<file path="config.mk">
export PLATFORM = sky130hd
export DESIGN_NAME = layer_sched_ctrl
export DESIGN_NICKNAME = d
export VERILOG_FILES = /design/src/rtl/layer_sched_pkg.sv /design/src/rtl/valid_skew.sv /design/src/rtl/layer_sched_ctrl.sv
export SDC_FILE = /design/constraint.sdc
export NUM_CORES = 1
export LEC_CHECK = 0
export ABC_CLOCK_PERIOD_IN_PS = 14980
export BUFFER_PORTS_ARGS = -buffer_cell sky130_fd_sc_hd__buf_2
export CORE_ASPECT_RATIO = 0.5
export CORE_UTILIZATION = 35
export CTS_BUF_LIST = sky130_fd_sc_hd__clkbuf_2 sky130_fd_sc_hd__clkbuf_4 sky130_fd_sc_hd__clkbuf_8
export DETAILED_ROUTE_END_ITERATION = 12
export GPL_TIMING_DRIVEN = 1
export PLACE_DENSITY = 0.56
export SETUP_SLACK_MARGIN = 0.4
export SLEW_MARGIN = 20
export SYNTH_ARGS = -nofsm -noshare
export SYNTH_HDL_FRONTEND = slang
export SYNTH_SLANG_ARGS = --single-unit
</file>
<file path="constraint.sdc">
create_clock -name clk -period 14.98 [get_ports clk]
set_input_delay 1.498 -clock clk [delete_from_list [all_inputs] [get_ports clk]]
set_output_delay 1.498 -clock clk [all_outputs]
set_load 0.1 [all_outputs]
</file>
<file path="src/rtl/layer_sched_pkg.sv">
// Shared types and constants for the multi-layer scheduler.
package layer_sched_pkg;

  localparam int DEF_N_MACS  = 4;
  localparam int DEF_MAC_LAT = 1;
  localparam int DEF_ADDR_W  = 8;
  localparam int DEF_LEN_W   = 8;

  // FSM state encoding, kept as plain constants so older tools can read it.
  typedef logic [2:0] state_t;
  localparam state_t IDLE   = 3'd0;
  localparam state_t CLEAR  = 3'd1;
  localparam state_t LOAD_W = 3'd2;
  localparam state_t WAIT_W = 3'd3;
  localparam state_t STREAM = 3'd4;
  localparam state_t DRAIN  = 3'd5;
  localparam state_t STORE  = 3'd6;
  localparam state_t DONE   = 3'd7;

  // One entry of the per-layer descriptor table.
  typedef struct packed {
    logic [DEF_ADDR_W-1:0] w_base;
    logic [DEF_ADDR_W-1:0] in_base;
    logic [DEF_LEN_W-1:0]  len;
  } desc_t;

  // Cycles needed after the last input for the skewed valid to leave the array.
  function automatic int drain_cycles(input int n_macs, input int mac_lat);
    return n_macs - 1 + mac_lat;
  endfunction

  localparam int DRAIN_CYC = drain_cycles(DEF_N_MACS, DEF_MAC_LAT);

endpackage

</file>
<file path="src/rtl/valid_skew.sv">
// Shift register that turns the input-enable level into per-MAC skewed valids.
module valid_skew #(
  parameter int N = 4
) (
  input  logic         clk,
  input  logic         rst,
  input  logic         flush,
  input  logic         din,
  output logic [N-1:0] q
);

  logic [N-1:0] shift_in;

  assign shift_in[0] = din;

  genvar gi;
  generate
    for (gi = 1; gi < N; gi++) begin : g_tap
      assign shift_in[gi] = q[gi-1];
    end
  endgenerate

  // Advance every stage by one column; flush empties the whole chain at once.
  always_ff @(posedge clk or negedge rst) begin
    if (!rst) begin
      q <= '0;
    end else if (flush) begin
      q <= '0;
    end else begin
      q <= shift_in;
    end
  end

endmodule

</file>
<file path="src/rtl/layer_sched_ctrl.sv">
// Runs each configured layer through clear, weight load, stream, drain and store.
module layer_sched_ctrl
  import layer_sched_pkg::*;
#(
  parameter int N_MACS     = DEF_N_MACS,
  parameter int MAX_LAYERS = 4,
  parameter int ADDR_W     = DEF_ADDR_W,
  parameter int LEN_W      = DEF_LEN_W,
  parameter int MAC_LAT    = DEF_MAC_LAT,
  parameter int W_TIMEOUT  = 255
) (
  input  logic                          clk,
  input  logic                          rst,
  input  logic                          cfg_we,
  input  logic [$clog2(MAX_LAYERS)-1:0] cfg_layer,
  input  logic [ADDR_W-1:0]             cfg_w_base,
  input  logic [ADDR_W-1:0]             cfg_in_base,
  input  logic [LEN_W-1:0]              cfg_len,
  input  logic [$clog2(MAX_LAYERS):0]   cfg_n_layers,
  input  logic                          start,
  input  logic                          abort,
  input  logic                          w_ready,
  output logic                          w_load,
  output logic [ADDR_W-1:0]             w_addr,
  output logic                          in_en,
  output logic [ADDR_W-1:0]             in_addr,
  output logic [N_MACS-1:0]             mac_valid,
  output logic [N_MACS-1:0]             clear,
  output logic                          res_we,
  output logic [$clog2(MAX_LAYERS)-1:0] res_layer,
  output logic                          busy,
  output logic                          done,
  output logic                          err
);

  localparam int LAYER_W = $clog2(MAX_LAYERS);
  localparam int DRAIN_N = drain_cycles(N_MACS, MAC_LAT);
  localparam int CNT_W   = $clog2((W_TIMEOUT > DRAIN_N ? W_TIMEOUT : DRAIN_N) + 1);
  localparam logic [LAYER_W:0] MAX_N     = (LAYER_W + 1)'(MAX_LAYERS);
  localparam logic [LAYER_W:0] ONE_N     = (LAYER_W + 1)'(1);
  localparam logic [CNT_W-1:0] WAIT_LAST = CNT_W'(W_TIMEOUT - 1);
  localparam logic [CNT_W-1:0] DRN_LAST  = CNT_W'(DRAIN_N - 1);

  desc_t               tbl_reg [MAX_LAYERS];
  state_t              state_reg, state_next;
  logic [LAYER_W-1:0]  layer_reg, layer_next;
  logic [LAYER_W:0]    n_layers_reg, n_layers_next;
  logic [LEN_W-1:0]    k_reg, k_next;
  logic [CNT_W-1:0]    cnt_reg, cnt_next;
  logic                err_next;
  logic                stream_next;
  logic [LEN_W-1:0]    cur_len;
  logic [ADDR_W-1:0]   next_w_base, next_in_base;

  assign cur_len      = tbl_reg[layer_reg].len;
  assign next_w_base  = tbl_reg[layer_next].w_base;
  assign next_in_base = tbl_reg[layer_next].in_base;
  assign stream_next  = (state_next == STREAM);

  // Descriptor table: writable only while idle so a running job sees a stable table.
  always_ff @(posedge clk or negedge rst) begin
    if (!rst) begin
      for (int i = 0; i < MAX_LAYERS; i++) tbl_reg[i] <= '0;
    end else if (cfg_we && state_reg == IDLE) begin
      tbl_reg[cfg_layer] <= '{w_base: cfg_w_base, in_base: cfg_in_base, len: cfg_len};
    end
  end

  // Next-state and counter logic; abort overrides every transition.
  always_comb begin
    state_next    = state_reg;
    layer_next    = layer_reg;
    n_layers_next = n_layers_reg;
    k_next        = k_reg;
    cnt_next      = cnt_reg;
    err_next      = 1'b0;
    if (abort) begin
      state_next = IDLE;
    end else begin
      case (state_reg)
        IDLE: if (start) begin
          if (cfg_n_layers == '0 || cfg_n_layers > MAX_N) begin
            err_next = 1'b1;
          end else begin
            n_layers_next = cfg_n_layers;
            layer_next    = '0;
            state_next    = CLEAR;
          end
        end
        CLEAR:  state_next = (cur_len == '0) ? STORE : LOAD_W;
        LOAD_W: begin
          state_next = WAIT_W;
          cnt_next   = '0;
        end
        WAIT_W: begin
          if (w_ready) begin
            state_next = STREAM;
            k_next     = '0;
          end else if (cnt_reg == WAIT_LAST) begin
            err_next   = 1'b1;
            state_next = IDLE;
          end else begin
            cnt_next = cnt_reg + CNT_W'(1);
          end
        end
        STREAM: begin
          if (k_reg == cur_len - LEN_W'(1)) begin
            state_next = DRAIN;
            cnt_next   = '0;
          end else begin
            k_next = k_reg + LEN_W'(1);
          end
        end
        DRAIN: begin
          if (cnt_reg == DRN_LAST) state_next = STORE;
          else cnt_next = cnt_reg + CNT_W'(1);
        end
        STORE: begin
          if ({1'b0, layer_reg} + ONE_N == n_layers_reg) begin
            state_next = DONE;
          end else begin
            layer_next = layer_reg + LAYER_W'(1);
            state_next = CLEAR;
          end
        end
        default: state_next = IDLE;
      endcase
    end
  end

  // State, counters and all outputs are registered from the next-state values.
  always_ff @(posedge clk or negedge rst) begin
    if (!rst) begin
      state_reg    <= IDLE;
      layer_reg    <= '0;
      n_layers_reg <= '0;
      k_reg        <= '0;
      cnt_reg      <= '0;
      clear        <= '0;
      w_load       <= 1'b0;
      w_addr       <= '0;
      in_addr      <= '0;
      res_we       <= 1'b0;
      res_layer    <= '0;
      busy         <= 1'b0;
      done         <= 1'b0;
      err          <= 1'b0;
    end else begin
      state_reg    <= state_next;
      layer_reg    <= layer_next;
      n_layers_reg <= n_layers_next;
      k_reg        <= k_next;
      cnt_reg      <= cnt_next;
      clear        <= {N_MACS{state_next == CLEAR}};
      w_load       <= (state_next == LOAD_W);
      if (state_next == LOAD_W) w_addr <= next_w_base;
      in_addr      <= stream_next ? next_in_base + ADDR_W'(k_next) : '0;
      res_we       <= (state_next == STORE);
      if (state_next == STORE) res_layer <= layer_next;
      busy         <= (state_next != IDLE);
      done         <= (state_next == DONE);
      err          <= err_next;
    end
  end

  // Column 0 of the skew chain doubles as the registered input enable.
  valid_skew #(.N(N_MACS)) u_skew (
    .clk   (clk),
    .rst   (rst),
    .flush (abort),
    .din   (stream_next),
    .q     (mac_valid)
  );

  assign in_en = mac_valid[0];

endmodule

</file>
Yosys cells after proc, flatten, opt, wreduce, memory -nomap -nowiden
Index checks and enable logic that the tools add are counted.
Word-level totals
  flip-flop bits (word level): 148
  bits of input ports: 35
  output and inout bits: 32
Operators by class
  add/sub/neg operators: 6
  $lt $le $gt $ge: 5
  equal/unequal tests: 19
  mux-type cells: 41
  bitwise operators: 5
  reduce and logical (&&, ||, !) cells: 10
Operator list (number)
  binary-select mux 24 bit (select 2 bit): 2
  bitwise mux 96 bit: 1
  2-to-1 mux 8 bit: 10
  2-to-1 mux 24 bit: 3
  demux 24 bit (select 2 bit): 1
  case mux 8 bit (4 select lines): 1
  2-to-1 mux 3 bit: 9
  case mux 3 bit (7 select lines): 1
  == test 3 bit, second input constant: 6
  adder 8 x 1 -> 8 bit, second input constant: 2
  case mux 8 bit (2 select lines): 1
  == test 3 x 2 -> 1 bit, second input constant: 3
  greater-or-equal comparator 3 bit, second input constant: 3
  NOT 2 -> 3 bit: 3
  adder 8 bit: 1
  == test 8 x 2 -> 1 bit, second input constant: 1
  == test 8 bit: 1
  == test 8 bit, second input constant: 1
  zero test 8 bit: 1
  2-to-1 mux 2 bit: 4
  inequality test 2 bit, second input constant: 4
  subtractor 8 x 1 -> 8 bit, second input constant: 1
  == test 3 x 1 -> 1 bit, second input constant: 2
  zero test 3 bit: 2
  16 further kinds: 22

Depth between registers and ports, before layout
Gate-level depths: netlist of run 1.
  depth in word-level cells: 12
  gate-level depth with buffers: 23
  mapped depth without buffers: 21

Modules after synthesis
From an unflattened synthesis of run 1, not the netlist that was laid out.
Unflattened totals
  cell total of the unflattened synthesis: 596
  area, all modules: 7221.9 um2
Modules (own cells, without submodules)
  layer_sched_ctrl: instances 1, cells each 588, area an instance 7096.8 um2, sequential area each 3603.5 um2
  valid_skew: instances 1, cells each 8, area an instance 125.1 um2, sequential area each 100.1 um2

Least setup slack after synthesis of run 1
No wires, ideal clock.
  kind: input-to-reg
  start: input cfg_n_layers[1]
  end: register in_addr[7]
  setup time: 145 ps
  data arrival time: 4797 ps
  slack: 10038 ps
  stages: 14
  cell sequence: or3_1 > nand4_1 > a31o_2 > clkbuf_1 > mux4_2 > ha_1 > a21o_1 > a21oi_1 > nor2b_1 > o21a_1 > o41ai_1 > xnor2_1 > o31a_1 > nor3_1
On the way
  longest elaborated chain between the ends: 12
  elaborated cells on any way between the ends: 18
  classes of those cells: 1 x add/sub; 1 x order compare; 1 x eq/ne; 12 x mux; 1 x bitwise; 2 x reduce/logical
RTL lines
  start: declaration: line layer_sched_ctrl.sv:19  | input logic [$clog2(MAX_LAYERS):0] cfg_n_layers,
  > comparator 3 bit or zero test 3 bit (tied branches): line layer_sched_ctrl.sv:82  | if (cfg_n_layers == '0 || cfg_n_layers > MAX_N) begin
  logical OR 1 bit (*): line layer_sched_ctrl.sv:82
  2-to-1 mux 2 bit: line layer_sched_ctrl.sv:82
  2-to-1 mux 2 bit: line layer_sched_ctrl.sv:81  | IDLE: if (start) begin
  case mux 2 bit (2 select lines): line layer_sched_ctrl.sv:80  | case (state_reg)
  2-to-1 mux 2 bit: line layer_sched_ctrl.sv:77  | if (abort) begin
  NOT 2 -> 3 bit (not written as such): line layer_sched_ctrl.sv:57  | assign next_in_base = tbl_reg[layer_next].in_base;
  binary-select mux 24 bit (select 2 bit): line layer_sched_ctrl.sv:57
  2-to-1 mux 24 bit (not written as such) (2 in a row): line layer_sched_ctrl.sv:57
  adder 8 bit: line layer_sched_ctrl.sv:157  | in_addr <= stream_next ? next_in_base + ADDR_W'(k_next) : '0;
  2-to-1 mux 8 bit (*): line layer_sched_ctrl.sv:157
  end signal: assignment: line layer_sched_ctrl.sv:157
  end: declaration: line layer_sched_ctrl.sv:26  | output logic [ADDR_W-1:0] in_addr,
Mark *: on every way between the ends. The rest lies on a longest branch, timed or not. The select of a mux whose other input is x is not followed.
A chain may end at the register's enable or synchronous reset.

Final worst setup path of run 1
  start: register layer_reg[0]
  end: register in_addr[7]
On the way
  longest elaborated chain between the ends: 11
  elaborated cells on any way between the ends: 30
  classes of those cells: 4 x add/sub; 3 x eq/ne; 20 x mux; 2 x bitwise; 1 x reduce/logical
RTL lines
  start: declaration: line layer_sched_ctrl.sv:46  | logic [LAYER_W-1:0] layer_reg, layer_next;
  start signal: assignment: line layer_sched_ctrl.sv:150  | layer_reg <= layer_next;
  NOT 2 -> 3 bit (not written as such): line layer_sched_ctrl.sv:55  | assign cur_len = tbl_reg[layer_reg].len;
  binary-select mux 24 bit (select 2 bit): line layer_sched_ctrl.sv:55
  2-to-1 mux 8 bit (not written as such) (2 in a row): line layer_sched_ctrl.sv:55
  subtractor 8 x 1 -> 8 bit: line layer_sched_ctrl.sv:107  | if (k_reg == cur_len - LEN_W'(1)) begin
  == test 8 bit: line layer_sched_ctrl.sv:107
  2-to-1 mux 8 bit: line layer_sched_ctrl.sv:107
  case mux 8 bit (2 select lines): line layer_sched_ctrl.sv:80
  2-to-1 mux 8 bit: line layer_sched_ctrl.sv:77
  named net k_next[1]: line layer_sched_ctrl.sv:48  | logic [LEN_W-1:0] k_reg, k_next;
  adder 8 bit: line layer_sched_ctrl.sv:157
  2-to-1 mux 8 bit: line layer_sched_ctrl.sv:157
The timed path passes the listed nets, and every way through them passes these cells. The select of a mux whose other input is x is not followed.

==> results of run 1 <==
[synth_stat cells, types with 9 or more instances]
cell	n
dfrtp_1	148
mux2_2	107
mux4_2	23
nor2_1	23
clkbuf_1	20
nand2_1	17
nor2b_1	13
ha_1	12
o21ai_0	12
xor2_1	12
inv_1	11
nand3_1	11
nor3_1	11
xnor2_1	9
[how the worst max path moves through the flow]
| stage | startpoint | endpoint | cells past startpoint |
|---|---|---|---|
| 6_report | layer_reg[0] | in_addr[7] | 20 |
| 5_1_grt | layer_reg[0] | in_addr[7] | 20 |
| 4_1_cts | layer_reg[0] | in_addr[7] | 20 |
| 3_5_place_dp | layer_reg[0] | in_addr[7] | 20 |
| 3_3_place_gp | layer_reg[0] | in_addr[7] | 20 |
| 2_1_floorplan | cfg_n_layers[1] | in_addr[7] | 14 |
[cell type report]
class / count / share of cell area (%)
clock buffer: 20 / 3.25
clock inverter: 12 / 1.78
inverter: 11 / 0.510
multi-input combinational: 352 / 40.0
sequential: 148 / 45.8
tap: 266 / 4.11
timing repair buffer: 71 / 4.62
[per-layer routing]
metal  vias to the layer above  GRT usage, %  wire length, um
met5                         -             0                0
li1                       2107             -                -
met3                        15          3.79              456
met4                         0          5.90              185
met1                      2308          21.4             7650
met2                        58          24.2             6740
[worst reg2reg max path, delay by kind of cell (launching register included)]
| kind | cells | cell delay [ps] |
|---|---|---|
| XOR/XNOR | 1 | 150 |
| adder cells (fa/ha/maj) | 2 | 420 |
| AND/OR/NAND/NOR | 5 | 970 |
| buffers and inverters | 2 | 210 |
| AO/OA/AOI/OAI | 9 | 2390 |
| flip-flops | 1 | 860 |
| multiplexers | 1 | 650 |
[power by group through the flow]
| stage | clock (W) | sequential, W | combinational, W |
|---|---|---|---|
| after floorplan | 0 | 0.000662 | 0.000304 |
| after global placement | 0 | 0.000593 | 0.000467 |
| after detailed placement | 0 | 0.000596 | 0.000476 |
| after CTS | 0.000337 | 0.000588 | 0.000478 |
| after global routing | 0.000353 | 0.000604 | 0.000515 |
| final | 0.000326 | 0.000588 | 0.000474 |
[cells by family after synthesis]
| kind of cell | after synthesis | share of synthesized area (%) |
|---|---|---|
| DFF | 148 | 52.1 |
| muxes | 139 | 25.6 |
| and+or+nand+nor | 116 | 8.77 |
| AOI/OAI and AO/OA | 63 | 6.08 |
| buffers and inverters | 39 | 2.43 |
| xor gates and xnor gates | 21 | 2.59 |
| adders and majority gates | 13 | 2.40 |
[metrics by stage]
stage          setup slack (ps)  utilization, %  hold WS [ps]
3_3_place_gp               9360            39.1           472
2_1_floorplan             10040               -           467
4_1_cts                    9120            41.1           500
6_report                   9180            41.1           497
3_5_place_dp               9120            39.1           479
5_1_grt                    8650            41.1           517
==> impl_metrics.json, run 1 <==
{
  "run_status": "finished, final reports clean",
  "drc": 0,
  "cts_setup_buffers": 0,
  "start_util_pct": 36.1,
  "power_density_mw_per_mm2": 171,
  "numPortBuffers": 66,
  "fin_crit_sh_pct": 38.7,
  "hold_buffers": 0,
  "design.core.area_sq_mm": 0.0197,
  "leakage_nw": 3.58,
  "wire_per_inst_um": 17.1,
  "r2r-start": "layer_reg[0]",
  "p_clk_share_pct": 23.5,
  "ys_seq_elements": 148,
  "r2r_cells": 20,
  "critPathBufInv": 2,
  "grt_max_degree": 82,
  "fillCellCount": 1866,
  "arrival_ps": 6100,
  "min_path_cells": 1,
  "syn_nets": 587,
  "period_minus_slack_ps": 5800,
  "tns_ps": 0,
  "hold_viol_final": 0,
  "place_area_sq_mm": 0.00769,
  "drtIter0Drc": 188,
  "p_seq_share_pct": 42.4,
  "multi_input_comb_area_sq_mm": 0.00324,
  "clock_path_buffers": 2,
  "place_hpwl_um": 9960,
  "grt_usage_pct": 15.6,
  "switching_share_pct": 36.2,
  "async_flop_share_pct": 100,
  "end_kind": "flop",
  "synth-main-ff-cell": "dfrtp_1",
  "antenna_found_initial": 1,
  "r2r-end": "in_addr[7]",
  "grt_pass1_vias": 4628,
  "hold_class": "flop to flop",
  "worst-endpoint-required_ps": 15280,
  "synth.top_cell.area_share_pct": 52.1,
  "root_buffer": "clkbuf_8",
  "clk_latency_ps": 450,
  "crit_family": "compound AO/OA/AOI/OAI gates",
  "synth_edf_count": 0,
  "final_nets": 649,
  "slew_viol_final": 0,
  "cp_max_fo": 15,
  "tightest_slew_ps": 917,
  "fmax_mhz": 173,
  "die_area_sq_mm": 0.0209,
  "largest_reg_flops": 96,
  "ff2ff_setup_slack_ps": 9180,
  "diodes": 0,
  "syn_area_sq_mm": 0.00710,
  "fp.dieW_um": 203,
  "numCtsBuffers": 17,
  "yosys.area.top_type": "dfrtp_1",
  "grt_pass1_wl_um": 24700,
  "finalSetupViolCount": 0,
  "syn_area_per_cell_sq_um": 13.2,
  "gp_congestion": 0.808,
  "dp_cells": 848,
  "power_switching_w": 0.000502,
  "wirelength_um": 15000,
  "seqCellArea_sq_mm": 0.00370,
  "stdcell_count": 880,
  "io-pin-count": 67,
  "rows": 36,
  "finClkSkew_ps": 13.1,
  "drv_cap": 0,
  "design_area_sq_mm": 0.00809,
  "yosysSeqAreaShare_pct": 52.1,
  "cts_tree": "done",
  "final_cell_mix": "dfrtp_1 (148), mux2_2 (107), buf_2 (65)",
  "drive_gt1_share_pct": 39.3,
  "path_cells": "mux4_2 > inv_1 > ha_1 > nor2b_1 > a22oi_1 > or3_1 > o32ai_2 > o211ai_2 > o21bai_1 > a22oi_1 > inv_1 > ha_1 > a21o_1 > a21oi_1 > nor2b_1 > o21a_1 > o41ai_1 > xnor2_1 > nor4_1 > nor3_1",
  "areaGrowthSynthToFinish_pct": 14.0,
  "irDropWorstVdd_mv": 0.147,
  "slowest_delay_ps": 860,
  "min_to": "w_addr[2]",
  "clkTransAtPathRegs_ps": 80,
  "postSynthCellCount": 539,
  "grt_overflow": 0,
  "pwr-share-comb_pct": 34.1,
  "holdCritStartpoint": "w_addr[2]",
  "rsz0062_at_grt": "false",
  "ys_warn_count": 0,
  "vias": 4488,
  "critical_path_class": "flop to flop",
  "final_common_cell": "dfrtp_1",
  "yosysUniqueCellTypes": 57,
  "cp-start-kind": "flop",
  "relSlewSlack_pct": 38.0,
  "first_pass_iters": 4,
  "detail-route-antenna-nets": 0,
  "synth.top_cells.by_area": "dfrtp_1 (52%), mux2_2 (17%), mux4_2 (7.3%)",
  "post_cts_resized": 0,
  "p_int_w": 0.000886,
  "vias_per_cell": 5.10,
  "htree_levels": 4,
  "power_w": 0.00139,
  "die_y_um": 103,
  "slowest_stage": "dfrtp_1",
  "cts.sinks": 148
}
(Power assumes the default switching activity.)
==> run 2, diff against run 1 <==
--- a/config.mk
+++ b/config.mk
@@ -5,7 +5,7 @@
 export SDC_FILE = /design/constraint.sdc
 export NUM_CORES = 1
 export LEC_CHECK = 0
-export ABC_CLOCK_PERIOD_IN_PS = 14980
+export ABC_CLOCK_PERIOD_IN_PS = 6100
 export BUFFER_PORTS_ARGS = -buffer_cell sky130_fd_sc_hd__buf_2
 export CORE_ASPECT_RATIO = 0.5
 export CORE_UTILIZATION = 35
==> constraint.sdc (replaced) <==
create_clock -name clk -period 6.1 [get_ports clk]
set_input_delay 0.61 -clock clk [delete_from_list [all_inputs] [get_ports clk]]
set_output_delay 0.61 -clock clk [all_outputs]
set_load 0.1 [all_outputs]
==> run 2 against run 1 <==
- via count is 1.4% higher
- first-iteration DRC count is 17% higher
- setup slack worse by 8300 ps
- clock skew is 3.6 ps higher
- count of clock-buffer cells in the layout is 2 lower
- die area stayed put
- wire length is 1.7% higher
- total power is 140% higher
- final cell count is 0.45% higher
==> impl_metrics.json, run 2 (same netlist as run 1, synthesis figures left out) <==
{
  "run_status": "finished, final reports clean",
  "clock_path_buffers": 2,
  "final_common_cell": "dfrtp_1",
  "fmax_mhz": 193,
  "final_cell_mix": "dfrtp_1 (147), mux2_2 (107), buf_2 (65)",
  "rows": 36,
  "die_area_sq_mm": 0.0209,
  "numCtsBuffers": 17,
  "fillCellCount": 1863,
  "drc": 0,
  "die_y_um": 103,
  "finalSetupViolCount": 0,
  "end_kind": "flop",
  "multi_input_comb_area_sq_mm": 0.00324,
  "hold_class": "input pin to async pin",
  "cp-start-kind": "flop",
  "numPortBuffers": 66,
  "grt_usage_pct": 15.9,
  "place_hpwl_um": 10000,
  "areaGrowthSynthToFinish_pct": 13.7,
  "clkTransAtPathRegs_ps": 90,
  "wire_per_inst_um": 17.3,
  "rsz0062_at_grt": "false",
  "vias": 4553,
  "start_util_pct": 36.1,
  "wirelength_um": 15300,
  "gp_congestion": 0.801,
  "relSlewSlack_pct": 39.4,
  "cts.sinks": 148,
  "power_density_mw_per_mm2": 413,
  "cp_max_fo": 14,
  "clk_latency_ps": 450,
  "fp.dieW_um": 203,
  "period_minus_slack_ps": 5170,
  "worst-endpoint-required_ps": 6430,
  "fin_crit_sh_pct": 84.8,
  "critical_path_class": "flop to flop",
  "root_buffer": "clkbuf_8",
  "finClkSkew_ps": 16.7,
  "fin_util_pct": 41.0,
  "drive_gt1_share_pct": 39.7,
  "design_area_sq_mm": 0.00808,
  "largest_reg_flops": 96,
  "design.core.area_sq_mm": 0.0197,
  "irDropWorstVdd_mv": 0.298,
  "final_nets": 652,
  "place_area_sq_mm": 0.00771,
  "antenna_found_initial": 1,
  "slew_viol_final": 0,
  "grt_overflow": 0,
  "first_pass_iters": 4,
  "cts_tree": "done",
  "tightest_slew_ps": 896,
  "grt_pass1_vias": 4683,
  "grt_pass1_wl_um": 25300,
  "seqCellArea_sq_mm": 0.00370,
  "vias_per_cell": 5.15,
  "power_w": 0.00333,
  "arrival_ps": 5500,
  "detail-route-antenna-nets": 0,
  "leakage_nw": 3.58,
  "drtIter0Drc": 220,
  "htree_levels": 4,
  "io-pin-count": 67,
  "drv_cap": 0,
  "hold_viol_final": 0,
  "tns_ps": 0,
  "grt_max_degree": 88
}
run 2: cell types whose count changed in the layout (fill, tap and decap cells not counted), sizes merged:
| cell | delta |
|---|---|
| buf | +3 |
| inv | +3 |
| clkbuf | -2 |
| bufinv | -2 |
| clkinvlp | -1 |
| diode | +1 |
| clkinv | +2 |
run 2: metal layers:
| metal | part of all wire (%) | vias up | track usage (%) | wire, um |
|---|---|---|---|---|
| li1 | - | 2127 | - | - |
| met1 | 51 | 2353 | 22.4 | 7810 |
| met2 | 45 | 61 | 24.4 | 6820 |
| met3 | 3.2 | 12 | 3.82 | 491 |
| met4 | 1.1 | 0 | 4.63 | 165 |
| met5 | 0 | - | 0 | 0 |
run 2: report_power, final:
group	switching [W]	internal, W	total (W)	leakage [nW]
combinational	0.000651	0.000515	0.00117	1.56
sequential	0.000172	0.00127	0.00144	1.83
clock	0.000421	0.000305	0.000725	0.189
run 2: what timing repair did:
action | 4_1_cts | 5_1_grt
setup endpoints to repair | 0 | 1
hold buffers | 0 | 0
buffers inserted | 0 | 0
gates resized for setup | 0 | 1
run 2: path summary, 6_finish.rpt:
kind | startpoint | endpoint | slack [ps] | depth (start not counted)
max | layer_reg[0] | in_addr[7] | 930 | 21
min | rst | res_layer[1] | 210 | 1
max reg2reg | layer_reg[0] | in_addr[7] | 930 | 21
min reg2reg | w_addr[0] | w_addr[0] | 500 | 1
max in group asynchronous | rst | tbl_reg[14] | 4640 | 2
min in group clk | cfg_in_base[0] | tbl_reg[56] | 430 | 2
run 2: metrics by stage:
stage	setup slack, ps	hold WS, ps	std cells
floorplan	1300	314	539
global placement	975	474	851
detailed placement	769	480	851
CTS	751	261	883
global route	459	273	883
finish	930	213	884
run 2: cell type report:
cell class,count,share of cell area (%)
sequential,148,45.9
multi-input combinational,352,40.1
timing repair buffer,74,4.91
tap,266,4.12
clock buffer,18,3.07
clock inverter,14,1.43
inverter,11,0.511
antenna,1,0.0310
run 2: critical path, cell delays in order (launching register included):
cell      delay, ps
dfrtp_2         540
mux4_2          590
inv_1            80
ha_1            180
nor2b_1         180
a22oi_1         140
o31a_1          310
and3_1          190
o211ai_2        480
o21bai_1        110
buf_4           190
a22oi_1         310
inv_1           100
ha_1            290
a21o_1          170
a21oi_1         170
nor2b_1          80
o21a_1          180
o41ai_1         300
xnor2_1         160
nor4_1          200
nor3_1           70
==> run 3, diff against run 2 <==
--- a/config.mk
+++ b/config.mk
@@ -5,7 +5,7 @@
 export SDC_FILE = /design/constraint.sdc
 export NUM_CORES = 1
 export LEC_CHECK = 0
-export ABC_CLOCK_PERIOD_IN_PS = 6100
+export ABC_CLOCK_PERIOD_IN_PS = 5100
 export BUFFER_PORTS_ARGS = -buffer_cell sky130_fd_sc_hd__buf_2
 export CORE_ASPECT_RATIO = 0.5
 export CORE_UTILIZATION = 35
==> constraint.sdc (replaced) <==
create_clock -name clk -period 5.1 [get_ports clk]
set_input_delay 0.51 -clock clk [delete_from_list [all_inputs] [get_ports clk]]
set_output_delay 0.51 -clock clk [all_outputs]
set_load 0.1 [all_outputs]
==> run 3 against run 2 <==
- sequential power grew 19%
- critical path depth shrank 1
- maximum frequency grew 17%
- total power grew 23%
- sequential share of layout area shrank 0.76 points
- via count grew 0.35%
- global-route usage grew 0.16 points
- cell area grew 1.7%
- flip-flop and latch count is the same
- register-to-register slack lost 240 ps
- clock power grew 24%
- utilization grew 0.71 points
- largest cell class unchanged
==> impl_metrics.json, run 3 (same netlist as run 1, synthesis figures left out) <==
{
  "cp-start-kind": "flop",
  "whs_ps": 151,
  "critical_path_class": "flop to flop",
  "io-pin-count": 67,
  "cts.sinks": 148,
  "grt_pass1_vias": 4598,
  "final_nets": 656,
  "design_area_sq_mm": 0.00822,
  "drv_cap": 0,
  "leakage_nw": 3.62,
  "clkTransAtPathRegs_ps": 90,
  "cts_tree": "done",
  "grt_pass1_wl_um": 25500,
  "die_y_um": 103,
  "slowest_delay_ps": 570,
  "fp.dieW_um": 203,
  "drc": 0,
  "end_kind": "flop",
  "drtIter0Drc": 183,
  "vias_per_cell": 5.15,
  "path_cells": "mux4_2 > inv_2 > ha_4 > and2_4 > a22oi_2 > or3_4 > o32ai_4 > o211ai_2 > and2_4 > a22oi_2 > inv_2 > ha_1 > a21o_1 > a21oi_2 > nor2b_1 > o21a_1 > o41ai_2 > xnor2_1 > o31a_1 > nor3_2",
  "r2r-end": "in_addr[7]",
  "tightest_slew_ps": 1040,
  "areaGrowthSynthToFinish_pct": 15.7,
  "drive_gt1_share_pct": 43.0,
  "place_hpwl_um": 10100,
  "grt_max_degree": 109,
  "first_pass_iters": 4,
  "rsz0062_at_grt": "false",
  "final_common_cell": "dfrtp_1",
  "wirelength_um": 15400,
  "critPathBufInv": 2,
  "hold_viol_final": 0,
  "dp_cells": 854,
  "tns_ps": 0,
  "worst-endpoint-required_ps": 5430,
  "slowest_stage": "mux4_2",
  "numPortBuffers": 66,
  "antenna_found_initial": 0,
  "r2r-start": "layer_reg[0]",
  "irDropWorstVdd_mv": 0.411,
  "power_density_mw_per_mm2": 498,
  "clk_latency_ps": 450,
  "slew_viol_final": 0,
  "r2r_cells": 20,
  "fmax_mhz": 227,
  "final_cell_mix": "dfrtp_1 (146), mux2_2 (107), buf_2 (65)",
  "design.core.area_sq_mm": 0.0197,
  "largest_reg_flops": 96,
  "die_area_sq_mm": 0.0209,
  "rows": 36,
  "fin_crit_sh_pct": 86.4,
  "path_depth": 20,
  "wire_per_inst_um": 17.3,
  "start_util_pct": 36.1,
  "startpoint": "layer_reg[0]",
  "ff2ff_setup_slack_ps": 690,
  "finalSetupViolCount": 0,
  "stdcell_count": 888,
  "period_minus_slack_ps": 4410,
  "hold_buffers": 0,
  "run_status": "finished, final reports clean",
  "arrival_ps": 4740,
  "clock_path_buffers": 2,
  "vias": 4569,
  "gp_congestion": 0.784,
  "hold_class": "input pin to async pin",
  "crit_family": "compound AO/OA/AOI/OAI gates",
  "endpoint": "in_addr[7]",
  "grt_overflow": 0,
  "numCtsBuffers": 17,
  "grt_usage_pct": 16.0,
  "relSlewSlack_pct": 30.0,
  "htree_levels": 4,
  "cp_max_fo": 4,
  "place_area_sq_mm": 0.00774,
  "root_buffer": "clkbuf_8",
  "finClkSkew_ps": 15.2,
  "detail-route-antenna-nets": 0
}
run 3: area by class of cell:
class / count / area [sq um]
Timing Repair Buffer: 78 / 433
Fill cell: 1839 / 11500
Antenna cell: 1 / 2.50
Clock buffer: 19 / 255
Sequential cell: 148 / 3710
Inverter: 11 / 41.3
Tap cell: 266 / 333
Multi-Input combinational cell: 352 / 3320
Clock inverter: 13 / 123
run 3: repair_timing:
| action | CTS | global route |
|---|---|---|
| pin swaps | 0 | 8 |
| gates resized for setup | 2 | 21 |
| setup buffers | 0 | 1 |
| endpoints found under the setup margin | 1 | 3 |
run 3: power by group:
part	internal [W]	leakage [nW]	switching, W
combinational	0.000651	1.60	0.000816
sequential	0.00152	1.83	0.000203
clock	0.000411	0.195	0.000491
total	0.00258	3.62	0.00151
run 3: how the worst min path moves through the flow:
stage | from | to | slack, ps
after floorplan | rst | busy | 210
after global placement | w_addr[2] | w_addr[2] | 480
after detailed placement | w_addr[2] | w_addr[2] | 480
after CTS | rst | w_addr[0] | 220
after global routing | rst | w_addr[0] | 210
final | rst | w_addr[0] | 150
run 3: metrics by stage:
stage	power [W]	util, %	worst slack [ps]
final	0.00409	41.7	693
after global routing	0.00436	41.7	442
after CTS	0.00408	41.3	482
after detailed placement	0.00316	39.3	319
after global placement	0.00313	39.3	487
after floorplan	0.00284	-	470
run 3: metal layers:
layer	vias up	wire length, um	track usage, %
met5	-	0	0
met4	0	144	4.92
met3	14	438	3.38
met2	55	7070	25.3
met1	2378	7720	22.4
li1	2122	-	-
